==> src/rtl/decode_channel_queue_pkg.sv <==
// Shared decode-stage definitions: arbitration modes, channel indices and
// the packed decoded-instruction layout carried through the channel queue.
package decode_channel_queue_pkg;

    localparam int ARB_FIXED = 0;
    localparam int ARB_RR    = 1;

    localparam int CH_A = 0;
    localparam int CH_B = 1;
    localparam int CH_D = 2;

    typedef struct packed {
        logic [15:0]  opcode;
        logic [63:0]  address;
        logic [7:0]   thread_id;
        logic [7:0]   inst_id;
        logic [15:0]  operand_flags;
        logic [143:0] body;
    } decoded_instr_t;

    localparam int DECODED_INSTR_W = $bits(decoded_instr_t);

    function automatic int next_index(input int idx, input int num);
        return (idx + 1 >= num) ? 0 : idx + 1;
    endfunction

endpackage

==> src/rtl/decode_channel_queue_arbiter.sv <==
// Channel arbiter for the decode queue: fixed-priority or round-robin grant,
// one-hot plus encoded index, owning the last-grant pointer.
module decode_rr_arbiter
    import decode_channel_queue_pkg::*;
#(
    parameter int NumChannels = 3,
    parameter int ArbMode     = ARB_RR
) (
    input  logic                           clock_i,
    input  logic                           reset_n_i,
    input  logic [NumChannels-1:0]         req_i,
    input  logic                           en_i,
    output logic [NumChannels-1:0]         grant_o,
    output logic [$clog2(NumChannels)-1:0] index_o
);

    localparam int IdxW = $clog2(NumChannels);

    logic [IdxW-1:0] last_grant_q;
    logic [IdxW-1:0] last_grant_d;
    logic            found;
    int              cand;

    always_comb begin
        grant_o = '0;
        index_o = '0;
        found   = 1'b0;
        cand    = 0;
        if (en_i) begin
            if (ArbMode == ARB_FIXED) begin
                for (int c = 0; c < NumChannels; c++) begin
                    if (!found && req_i[c]) begin
                        found   = 1'b1;
                        index_o = IdxW'(c);
                    end
                end
            end else begin
                // Search begins one past the previous winner and wraps.
                cand = int'(last_grant_q);
                for (int k = 0; k < NumChannels; k++) begin
                    cand = next_index(cand, NumChannels);
                    if (!found && req_i[cand]) begin
                        found   = 1'b1;
                        index_o = IdxW'(cand);
                    end
                end
            end
        end
        if (found) begin
            grant_o[index_o] = 1'b1;
        end
        last_grant_d = found ? index_o : last_grant_q;
    end

    always_ff @(posedge clock_i or negedge reset_n_i) begin
        if (!reset_n_i) begin
            last_grant_q <= IdxW'(NumChannels - 1);
        end else begin
            last_grant_q <= last_grant_d;
        end
    end

endmodule

==> src/rtl/decode_channel_queue.sv <==
// Decode-stage channel queue: arbitrates decoder channels into a
// first-word-fall-through buffer that feeds rename/dispatch.
module decode_channel_queue
    import decode_channel_queue_pkg::*;
#(
    parameter int NumChannels  = 3,
    parameter int PayloadWidth = DECODED_INSTR_W,
    parameter int Depth        = 4,
    parameter int ArbMode      = ARB_RR
) (
    input  logic                                clock_i,
    input  logic                                reset_n_i,
    input  logic                                flush_i,
    input  logic [NumChannels-1:0]              chanValid_i,
    input  logic [NumChannels*PayloadWidth-1:0] chanPayload_i,
    output logic [NumChannels-1:0]              chanReady_o,
    output logic                                valid_o,
    output logic [PayloadWidth-1:0]             payload_o,
    output logic [$clog2(NumChannels)-1:0]      source_o,
    input  logic                                ready_i,
    output logic [$clog2(Depth):0]              count_o,
    output logic                                full_o,
    output logic                                empty_o
);

    localparam int SrcW = $clog2(NumChannels);
    localparam int PtrW = $clog2(Depth);
    localparam int CntW = PtrW + 1;

    logic            arb_en;
    logic            push;
    logic            pop;
    logic            full;
    logic            empty;
    logic [SrcW-1:0] grant_idx;

    logic [PtrW-1:0] wr_ptr_q, wr_ptr_d;
    logic [PtrW-1:0] rd_ptr_q, rd_ptr_d;
    logic [CntW-1:0] count_q, count_d;

    logic [PayloadWidth-1:0] mem_payload_q [Depth];
    logic [SrcW-1:0]         mem_source_q  [Depth];

    assign full  = (count_q == CntW'(Depth));
    assign empty = (count_q == '0);

    // Readiness uses only registered occupancy, so a full queue refuses a
    // push even when the head is consumed in the same cycle.
    assign arb_en = !full && !flush_i;

    decode_rr_arbiter #(
        .NumChannels (NumChannels),
        .ArbMode     (ArbMode)
    ) u_arbiter (
        .clock_i   (clock_i),
        .reset_n_i (reset_n_i),
        .req_i     (chanValid_i),
        .en_i      (arb_en),
        .grant_o   (chanReady_o),
        .index_o   (grant_idx)
    );

    assign push = |chanReady_o;
    assign pop  = !empty && ready_i && !flush_i;

    always_comb begin
        wr_ptr_d = wr_ptr_q;
        rd_ptr_d = rd_ptr_q;
        count_d  = count_q;
        if (flush_i) begin
            wr_ptr_d = '0;
            rd_ptr_d = '0;
            count_d  = '0;
        end else begin
            if (push) begin
                wr_ptr_d = wr_ptr_q + PtrW'(1);
            end
            if (pop) begin
                rd_ptr_d = rd_ptr_q + PtrW'(1);
            end
            unique case ({push, pop})
                2'b10:   count_d = count_q + CntW'(1);
                2'b01:   count_d = count_q - CntW'(1);
                default: count_d = count_q;
            endcase
        end
    end

    always_ff @(posedge clock_i or negedge reset_n_i) begin
        if (!reset_n_i) begin
            wr_ptr_q <= '0;
            rd_ptr_q <= '0;
            count_q  <= '0;
        end else begin
            wr_ptr_q <= wr_ptr_d;
            rd_ptr_q <= rd_ptr_d;
            count_q  <= count_d;
        end
    end

    // Entry storage needs no reset; occupancy alone qualifies the head.
    always_ff @(posedge clock_i) begin
        if (push) begin
            mem_payload_q[wr_ptr_q] <= chanPayload_i[grant_idx*PayloadWidth +: PayloadWidth];
            mem_source_q[wr_ptr_q]  <= grant_idx;
        end
    end

    assign valid_o   = !empty;
    assign payload_o = mem_payload_q[rd_ptr_q];
    assign source_o  = mem_source_q[rd_ptr_q];
    assign count_o   = count_q;
    assign full_o    = full;
    assign empty_o   = empty;

endmodule

==> config.mk <==
export PLATFORM = sky130hd
export DESIGN_NAME = decode_channel_queue
export DESIGN_NICKNAME = d
export VERILOG_FILES = /design/src/rtl/decode_channel_queue_pkg.sv /design/src/rtl/decode_channel_queue_arbiter.sv /design/src/rtl/decode_channel_queue.sv
export SDC_FILE = /design/constraint.sdc
export NUM_CORES = 1
export LEC_CHECK = 0
export CORE_AREA = 2 2 410 412
export CTS_BUF_LIST = sky130_fd_sc_hd__clkbuf_4
export DETAILED_ROUTE_END_ITERATION = 10
export DIE_AREA = 0 0 412 414
export PLACE_DENSITY_LB_ADDON = 0.25
export SLEW_MARGIN = 20
export SYNTH_ARGS = -nofsm -noshare
export SYNTH_HDL_FRONTEND = slang
export SYNTH_SLANG_ARGS = --single-unit
==> constraint.sdc <==
create_clock -name clock_i -period 10.6 [get_ports clock_i]
set_input_delay 2.12 -clock clock_i [delete_from_list [all_inputs] [get_ports clock_i]]
set_output_delay 2.12 -clock clock_i [all_outputs]
set_load 0.05 [all_outputs]
---- Word level (Yosys, flattened, before mapping) ----
Memory sizes are Yosys's and may differ from the RTL's.
Cells that the tools add are included.
W data, S select, Z words.
word-level totals
  register bits after elaboration ......... 9
  memory bits (writable) .................. 1032
  input port bits ......................... 775
  word-level logic and storage cells ...... 74
  memories kept ........................... 2
memory list
  memory         depth  bits a word  rd ports  clocked after memory_dff  wr ports  line                        RTL
  mem_payload_q  4      256          1         0                         1         decode_channel_queue.sv:41  logic [PayloadWidth-1:0] mem_payload_q [Depth];
  mem_source_q   4      2            1         0                         1         decode_channel_queue.sv:42  logic [SrcW-1:0] mem_source_q [Depth];
operators by class
  add/subtract/negate cells ............... 7
  magnitude comparators ................... 8
  eq/ne operators ......................... 3
  shifts and indexed selects .............. 1
  mux-type cells .......................... 33
  reduce and logical (&&, ||, !) cells .... 16
operator list
  cell                     count
  $shiftx A768 B11 Y256    1
  $lt A32 B4 Y1 const B    3
  $mux W32                 3
  $add A32 B2 Y32 const B  2
  $ge A32 B3 Y1 const B    2
  $mux W2                  8
  $mux W1                  15
  $bmux W1 S2              3
  $logic_and A1 B1 Y1      6
  $mux W3                  2
  $pmux W3 S2              1
  $logic_not A1 Y1         5
  $add A2 B1 Y2 const B    2
  $reduce_bool A2 Y1       2
  $add A2 B1 Y3 const B    1
  $add A3 B1 Y3 const B    1
  $eq A3 B3 Y1 const B     1
  $ge A3 B2 Y1 const B     1
  $logic_not A3 Y1         1
  $lt A2 B3 Y1 const B     1
  $reduce_bool A3 Y1       1
  $reduce_or A3 Y1         1
  $sub A3 B1 Y3 const B    1
  $demux W1 S2             1
  other kinds (3)          3

---- Depth between registers and ports, before layout ----
Gate-level depths: netlist of run 1.
  word-level depth ........................ 25
  depth in mapped cells ................... 9

---- By module ----
From an unflattened synthesis of run 1, not the netlist that was laid out.
unflattened totals
  cells, all modules ...................... 2279
  area total of the unflattened synthesis .. 43299.0 um^2
by module, submodules not included
  module                instances  cells an instance  area each (um^2)  seq. area each (um^2)
  decode_channel_queue  1          2259               43126.4           31164.9
  decode_rr_arbiter     1          20                 172.7             51.3

---- Least setup slack after synthesis of run 1 ----
OpenSTA, ideal clock, no wires.
  kind .................................... input -> register
  start point ............................. in chanValid_i[1]
  end point ............................... mem mem_payload_q[1][0] (netlist bit), enable pin
  setup time .............................. 0.652 ns
  arrival time ............................ 8.687 ns
  required time ........................... 9.948 ns
  slack ................................... 1.261 ns
  stages on the path ...................... 4
  path buffers ............................ 1
  path through ............................ buf_2 nor3_1 nor3_1 and2_1
on the way
  word-level cells in the longest chain between the ends .. 21
ends and longest elaborated chain
  element                                                             line                                RTL
  start, declared                                                     decode_channel_queue.sv:14          input logic [NumChannels-1:0] chanValid_i,
  $bmux W1 S2                                                         decode_channel_queue_arbiter.sv:42  if (!found && req_i[cand]) begin
  $mux W1 (not written as such) (2 in a row)                          decode_channel_queue_arbiter.sv:42
  $mux W1                                                             decode_channel_queue_arbiter.sv:42
  $mux W1                                                             decode_channel_queue_arbiter.sv:29  if (en_i) begin
  $logic_not A1 Y1                                                    decode_channel_queue_arbiter.sv:42
  $logic_and A1 B1 Y1                                                 decode_channel_queue_arbiter.sv:42
  $mux W1                                                             decode_channel_queue_arbiter.sv:42
  $mux W1                                                             decode_channel_queue_arbiter.sv:29
  [... 4 more ...]                                                    n/a
  $lt A2 B3 Y1 (not written as such) or $ge A2 B1 Y1 (tied branches)  decode_channel_queue_arbiter.sv:50  grant_o[index_o] = 1'b1;
  $logic_and A1 B1 Y1 (not written as such)                           decode_channel_queue_arbiter.sv:50
  $mux W1 (not written as such)                                       decode_channel_queue_arbiter.sv:50
  $demux W1 S2                                                        n/a
  $mux W3 *                                                           decode_channel_queue_arbiter.sv:49  if (found) begin
  $reduce_or A3 Y1 *                                                  decode_channel_queue.sv:63          assign push = |chanReady_o;
  $mux W1 *                                                           decode_channel_queue.sv:103         if (push) begin
  $mux W1 (not written as such) *                                     decode_channel_queue.sv:104         mem_payload_q[wr_ptr_q] <= chanPayload_i[grant_idx*PayloadWidth +: PayloadWidth];
  end, declared                                                       decode_channel_queue.sv:41
Mark *: on every way between the ends. The rest lies on a longest branch, timed or not. The select of a mux whose other input is x is not followed.

---- Worst setup path after layout of run 1 ----
  start point ............................. reg rd_ptr_q[0]
  end point ............................... out payload_o[48]
on the way
  word-level cells in the longest chain between the ends .. 1
ends and longest elaborated chain
  element                 line                        RTL
  start, declared         decode_channel_queue.sv:38  logic [PtrW-1:0] rd_ptr_q, rd_ptr_d;
  start signal, assigned  decode_channel_queue.sv:96  rd_ptr_q <= rd_ptr_d;
  $mem_v2 Z4 W256         n/a
  end, declared           decode_channel_queue.sv:18  output logic [PayloadWidth-1:0] payload_o,
No other way between the ends.

==> impl_metrics.json, run 1 <==
{
  "synth_cells": 2674,
  "avgRoutedWirePerCell_microns": 25.9,
  "cts-root-buf": "clkbuf_4",
  "grt_overflow": 0,
  "r2r_cells": 9,
  "htree_levels": 5,
  "synth_nets": 3454,
  "status": "completed",
  "cp-start-kind": "register",
  "whs_ns": 0.593,
  "crit_fanout": 92,
  "die_area_sq_um": 171000,
  "required_ns": 8.48,
  "hold_path.class": "register to register",
  "synth-async-reset-ratio": 0.00865,
  "vias_per_cell": 5.10,
  "synthTopCellsByCount": "1032 x edfxtp_1, 512 x nand4_1, 259 x inv_1",
  "cts_sinks": 1041,
  "grt_use_met1": 0.224,
  "port_buffers": 1041,
  "synth_cell_type_count": 45,
  "min_from": "u_arbiter.last_grant_q[1]$_DFFE_PN1P_",
  "gr-usage-met3": 0.0524,
  "area_growth_pct": 33.0,
  "regToRegEndpoint": "mem_payload_q[0][115]$_DFFE_PP_",
  "antenna_found_initial": 15,
  "rsz0062_at_grt": "false",
  "power_w": 0.0128,
  "cts_resized": 0,
  "synth_warnings": 0,
  "synth_top_area_frac": 0.639,
  "leakagePower_nw": 20.7,
  "ff2ff_setup_slack_ns": 6.26,
  "maxSlewHeadroom": 0.232,
  "cts_tree": "yes",
  "drt_first_pass_iters": 5,
  "yosysSeqAreaShare": 0.644,
  "yosys-top-cells-area": "edfxtp_1 64%, mux4_2 12%, o311ai_4 7.6%",
  "met2_usage": 0.308,
  "start_util": 0.291,
  "hold_violations": 0,
  "gp_routability_congestion": 0.865,
  "endpoint_kind": "output pin",
  "drive_gt1_frac": 0.252,
  "vias": 31600,
  "peakVddDrop_uv": 113,
  "postCtsSetupRepairBufs": 0,
  "num_rows": 150,
  "fin_setup_tns_ns": 0,
  "dp_cells": 5692,
  "synthMostInstantiatedCell": "edfxtp_1",
  "drc": 0,
  "clk_path_buf_depth": 4,
  "fp.dieW_microns": 412,
  "worstPathArrival_ns": 4.83,
  "final_core_util": 0.388,
  "grt.total_usage": 0.182,
  "drt_iter0_drc": 2245,
  "synth_area_per_cell_sq_um": 18.1,
  "routed_wl_microns": 160000,
  "cp-startpoint": "rd_ptr_q[0]$_DFFE_PN0P_",
  "cts_buffers": 302,
  "crit_end": "payload_o[48]",
  "path_clk_slew_ns": 0.06,
  "min_period_over_period": 0.656,
  "period_needed_ns": 6.95,
  "setup_viol": 0,
  "busiest_layer": "met2",
  "insertion_delay_ns": 1.14,
  "antenna_left": 0,
  "power_density_nw_per_um2": 198,
  "synth_edf_count": 1032,
  "cts_hold_buf": 0,
  "core_area_sq_um": 166000,
  "final_nets": 4572,
  "max_cap_violations": 0,
  "pin_count": 1042,
  "fill_cells": 15600,
  "worstSetupPathType": "register to output pin",
  "grt_max_degree": 155,
  "slew_viol_final": 0,
  "dp_hpwl_microns": 108000,
  "synth_seq_cells": 1041,
  "synth_top_area_cell": "edfxtp_1",
  "final-instance-count-excl-fill": 6205,
  "die_h_microns": 414,
  "syn_area_sq_um": 48500,
  "fmax_ghz": 0.144,
  "tightest_slew_ns": 1.15,
  "first_global_vias": 32900,
  "synth_ff_type": "edfxtp_1",
  "timing.rr.start": "count_o[0]$_DFFE_PN0P_",
  "grt_first_pass_wirelength_microns": 229000,
  "fin_skew_ns": 0.0827
}
-- final cells by class --
cell class              count  area (sq um)  area share
flip-flops and latches   1041         31200       0.484
multi-input cells        1085         14800       0.229
repair buffers           1102         11100       0.172
clock buffers             427          3210      0.0497
well taps                2204          2760      0.0428
inverters                 260           978      0.0152
clock inverters            71           388     0.00602
diodes                     15          37.5    0.000582
-- layer usage --
layer  share of wire  up-vias
met5         0.00042        -
met2            0.50     1296
li1                -    13800
met1            0.40    16300
met4           0.023       12
met3           0.075      246
-- stage by stage --
stage	worst slack [ns]	cell area [sq um]
2_1_floorplan	1.26	48500
3_3_place_gp	4.20	60800
3_5_place_dp	4.19	60800
4_1_cts	3.42	64400
5_1_grt	3.21	64400
6_report	3.65	64400
-- power breakdown --
group          total, W  internal (W)  switching [W]
clock           0.00358       0.00194        0.00164
sequential      0.00507       0.00498      0.0000866
combinational   0.00414       0.00150        0.00263
-- flip-flops by register name, summed over array words and instances, names as in the netlist --
register,flops
rd_ptr_q,2
mem_source_q,8
u_arbiter.last_grant_q,2
wr_ptr_q,2
count_o,3
mem_payload_q,1024
-- cells in the final DEF, fill, tap and decap left out, types with 3 or more instances in the layout --
cell / count
and2_4: 4
buf_12: 16
buf_4: 45
bufinv_16: 4
clkbuf_4: 427
clkdlybuf4s50_1: 1039
clkinv_1: 50
clkinv_2: 10
dfrtp_1: 6
diode_2: 15
edfxtp_1: 1032
ha_1: 4
inv_1: 259
inv_2: 6
mux4_2: 258
nand2b_1: 3
nand4_1: 512
nor2_1: 7
nor3_1: 3
o21ai_0: 5
o311ai_0: 26
o311ai_1: 11
o311ai_2: 79
o311ai_4: 140
-- worst max-delay path: stages (launching register included) --
cell	delay [ns]
dfrtp_4	0.78
buf_12	0.53
buf_4	0.55
mux4_2	0.61
clkdlybuf4s50_1	0.81
-- cell families after synthesis --
kind of cell	count (synthesis)	synth area share
compound gates	271	0.111
xor+xnor	3	0.000542
fa+ha+maj	5	0.00145
buf+inv	548	0.0520
flops	1041	0.644
mux	261	0.121
simple gates	545	0.0701
-- how the worst min path moves through the flow --
stage | slack [ns] | endpoint | cells past startpoint
global placement | 0.58 | u_arbiter.last_grant_q[1]$_DFFE_PN1P_ | 1
CTS | 0.59 | u_arbiter.last_grant_q[1]$_DFFE_PN1P_ | 1
global route | 0.61 | u_arbiter.last_grant_q[1]$_DFFE_PN1P_ | 1
finish | 0.59 | u_arbiter.last_grant_q[1]$_DFFE_PN1P_ | 1
floorplan | 0.49 | u_arbiter.last_grant_q[0]$_DFFE_PN0P_ | 1
detailed placement | 0.58 | u_arbiter.last_grant_q[1]$_DFFE_PN1P_ | 1
(Power assumes the default switching activity.)
==> run 2: changes to the inputs <==
clock period = 6.4 ns   (was 10.6 ns; I/O delays follow)
==> impl_metrics.json, run 2 (synthesis gave the netlist of run 1 again) <==
{
  "avgRoutedWirePerCell_microns": 27.2,
  "grt_first_pass_wirelength_microns": 241000,
  "cts_hold_buf": 0,
  "maxSlewHeadroom": 0.258,
  "peakVddDrop_uv": 149,
  "drt_iter0_drc": 2444,
  "max_cap_violations": 0,
  "die_area_sq_um": 171000,
  "htree_levels": 5,
  "r2r_cells": 6,
  "regToRegEndpoint": "mem_payload_q[1][165]$_DFFE_PP_",
  "crit_fanout": 60,
  "fmax_ghz": 0.186,
  "period_needed_ns": 5.38,
  "pin_count": 1042,
  "postCtsSetupRepairBufs": 0,
  "clk_path_buf_depth": 4,
  "worstSetupPathType": "register to output pin",
  "core_area_sq_um": 166000,
  "min_period_over_period": 0.840,
  "drt_first_pass_iters": 5,
  "path_clk_slew_ns": 0.06,
  "cp-start-kind": "register",
  "cts-root-buf": "clkbuf_4",
  "drive_gt1_frac": 0.263,
  "port_buffers": 1041,
  "num_rows": 150,
  "fin_skew_ns": 0.121,
  "area_growth_pct": 34.5,
  "largest_register": "mem_payload_q",
  "cts_sinks": 1041,
  "drc": 0,
  "insertion_delay_ns": 1.21,
  "required_ns": 5.12,
  "dp_hpwl_microns": 119000,
  "final_nets": 4641,
  "final_core_util": 0.392,
  "grt_overflow": 0,
  "first_global_vias": 33800,
  "setup_viol": 0,
  "grt.total_usage": 0.194,
  "start_util": 0.291,
  "cts_tree": "yes",
  "final_cell_mix": "1039 x clkdlybuf4s50_1, 1032 x edfxtp_1, 512 x nand4_1, 408 x clkbuf_4, 259 x inv_1",
  "fp.dieW_microns": 412,
  "tightest_slew_ns": 1.11,
  "endpoint_kind": "output pin",
  "whs_ns": 0.383,
  "vias": 32300,
  "rsz0062_at_grt": "false",
  "cts_resized": 0,
  "slew_viol_final": 0,
  "grt_max_degree": 170,
  "routed_wl_microns": 170000,
  "power_density_nw_per_um2": 325,
  "hold_path.class": "input port to async pin",
  "cts_buffers": 295,
  "timing.rr.start": "u_arbiter.last_grant_q[1]$_DFFE_PN1P_",
  "fill_cells": 15600,
  "antenna_found_initial": 23,
  "fin_setup_tns_ns": 0,
  "vias_per_cell": 5.16,
  "worstPathArrival_ns": 4.10,
  "antenna_left": 0,
  "largest_register_ffs": 1024,
  "die_h_microns": 414,
  "status": "completed",
  "leakagePower_nw": 21.1,
  "ff2ff_setup_slack_ns": 2.79,
  "final_common_cell": "clkdlybuf4s50_1",
  "gp_routability_congestion": 0.882,
  "hold_violations": 0
}
[run 2: cell types whose count changed in the layout (fill, tap and decap cells not counted), sizes merged]
| cell | delta |
|---|---|
| clkbuf | -19 |
| inv | -1 |
| clkinvlp | -1 |
| clkinv | +1 |
| buf | +76 |
| diode | +5 |
[run 2: where the power goes]
| group | switching [W] | total [W] | internal, W |
|---|---|---|---|
| logic | 0.00442 | 0.00701 | 0.00259 |
| clock network | 0.00272 | 0.00580 | 0.00308 |
| registers | 0.000143 | 0.00838 | 0.00824 |
[run 2: per-layer routing]
metal,share of wire,GRT usage
met1,0.40,0.242
met2,0.49,0.320
met3,0.082,0.0586
met4,0.027,0.0646
met5,0.00040,0
[run 2: worst max path at each step]
stage                                        from                         endpoint  cells past startpoint
after global routing      rd_ptr_q[0]$_DFFE_PN0P_                   payload_o[146]                      3
after CTS                 rd_ptr_q[0]$_DFFE_PN0P_                    payload_o[66]                      4
after global placement             chanValid_i[0]  mem_payload_q[0][165]$_DFFE_PP_                      6
final                     rd_ptr_q[0]$_DFFE_PN0P_                    payload_o[77]                      3
after detailed placement           chanValid_i[0]  mem_payload_q[1][165]$_DFFE_PP_                      6
after floorplan                    chanValid_i[1]    mem_payload_q[0][0]$_DFFE_PP_                      4
[run 2: stage by stage]
step           cells  worst slack (ns)  total power [W]  instance area (sq um)
5_1_grt         6264             0.657           0.0221                  65200
3_3_place_gp    5768              1.65           0.0156                  61700
3_5_place_dp    5768              1.60           0.0156                  61700
2_1_floorplan   2674             0.762           0.0129                  48500
6_report        6266              1.02           0.0212                  65200
4_1_cts         6246             0.753           0.0215                  65100
[run 2: critical path, stage by stage (launching register included)]
cell             delay (ns)
dfrtp_4                0.77
buf_12                 0.48
mux4_2                 0.57
clkdlybuf4s50_1        0.92
[run 2: cell type report]
| class | instances | area [sq um] | share of cell area |
|---|---|---|---|
| flip-flops and latches | 1041 | 31200 | 0.479 |
| multi-input cells | 1085 | 14800 | 0.227 |
| repair buffers | 1178 | 11900 | 0.183 |
| clock buffers | 408 | 3060 | 0.0470 |
| well taps | 2204 | 2760 | 0.0423 |
| inverters | 260 | 978 | 0.0150 |
| clock inverters | 70 | 384 | 0.00589 |
| diodes | 20 | 50.0 | 0.000768 |
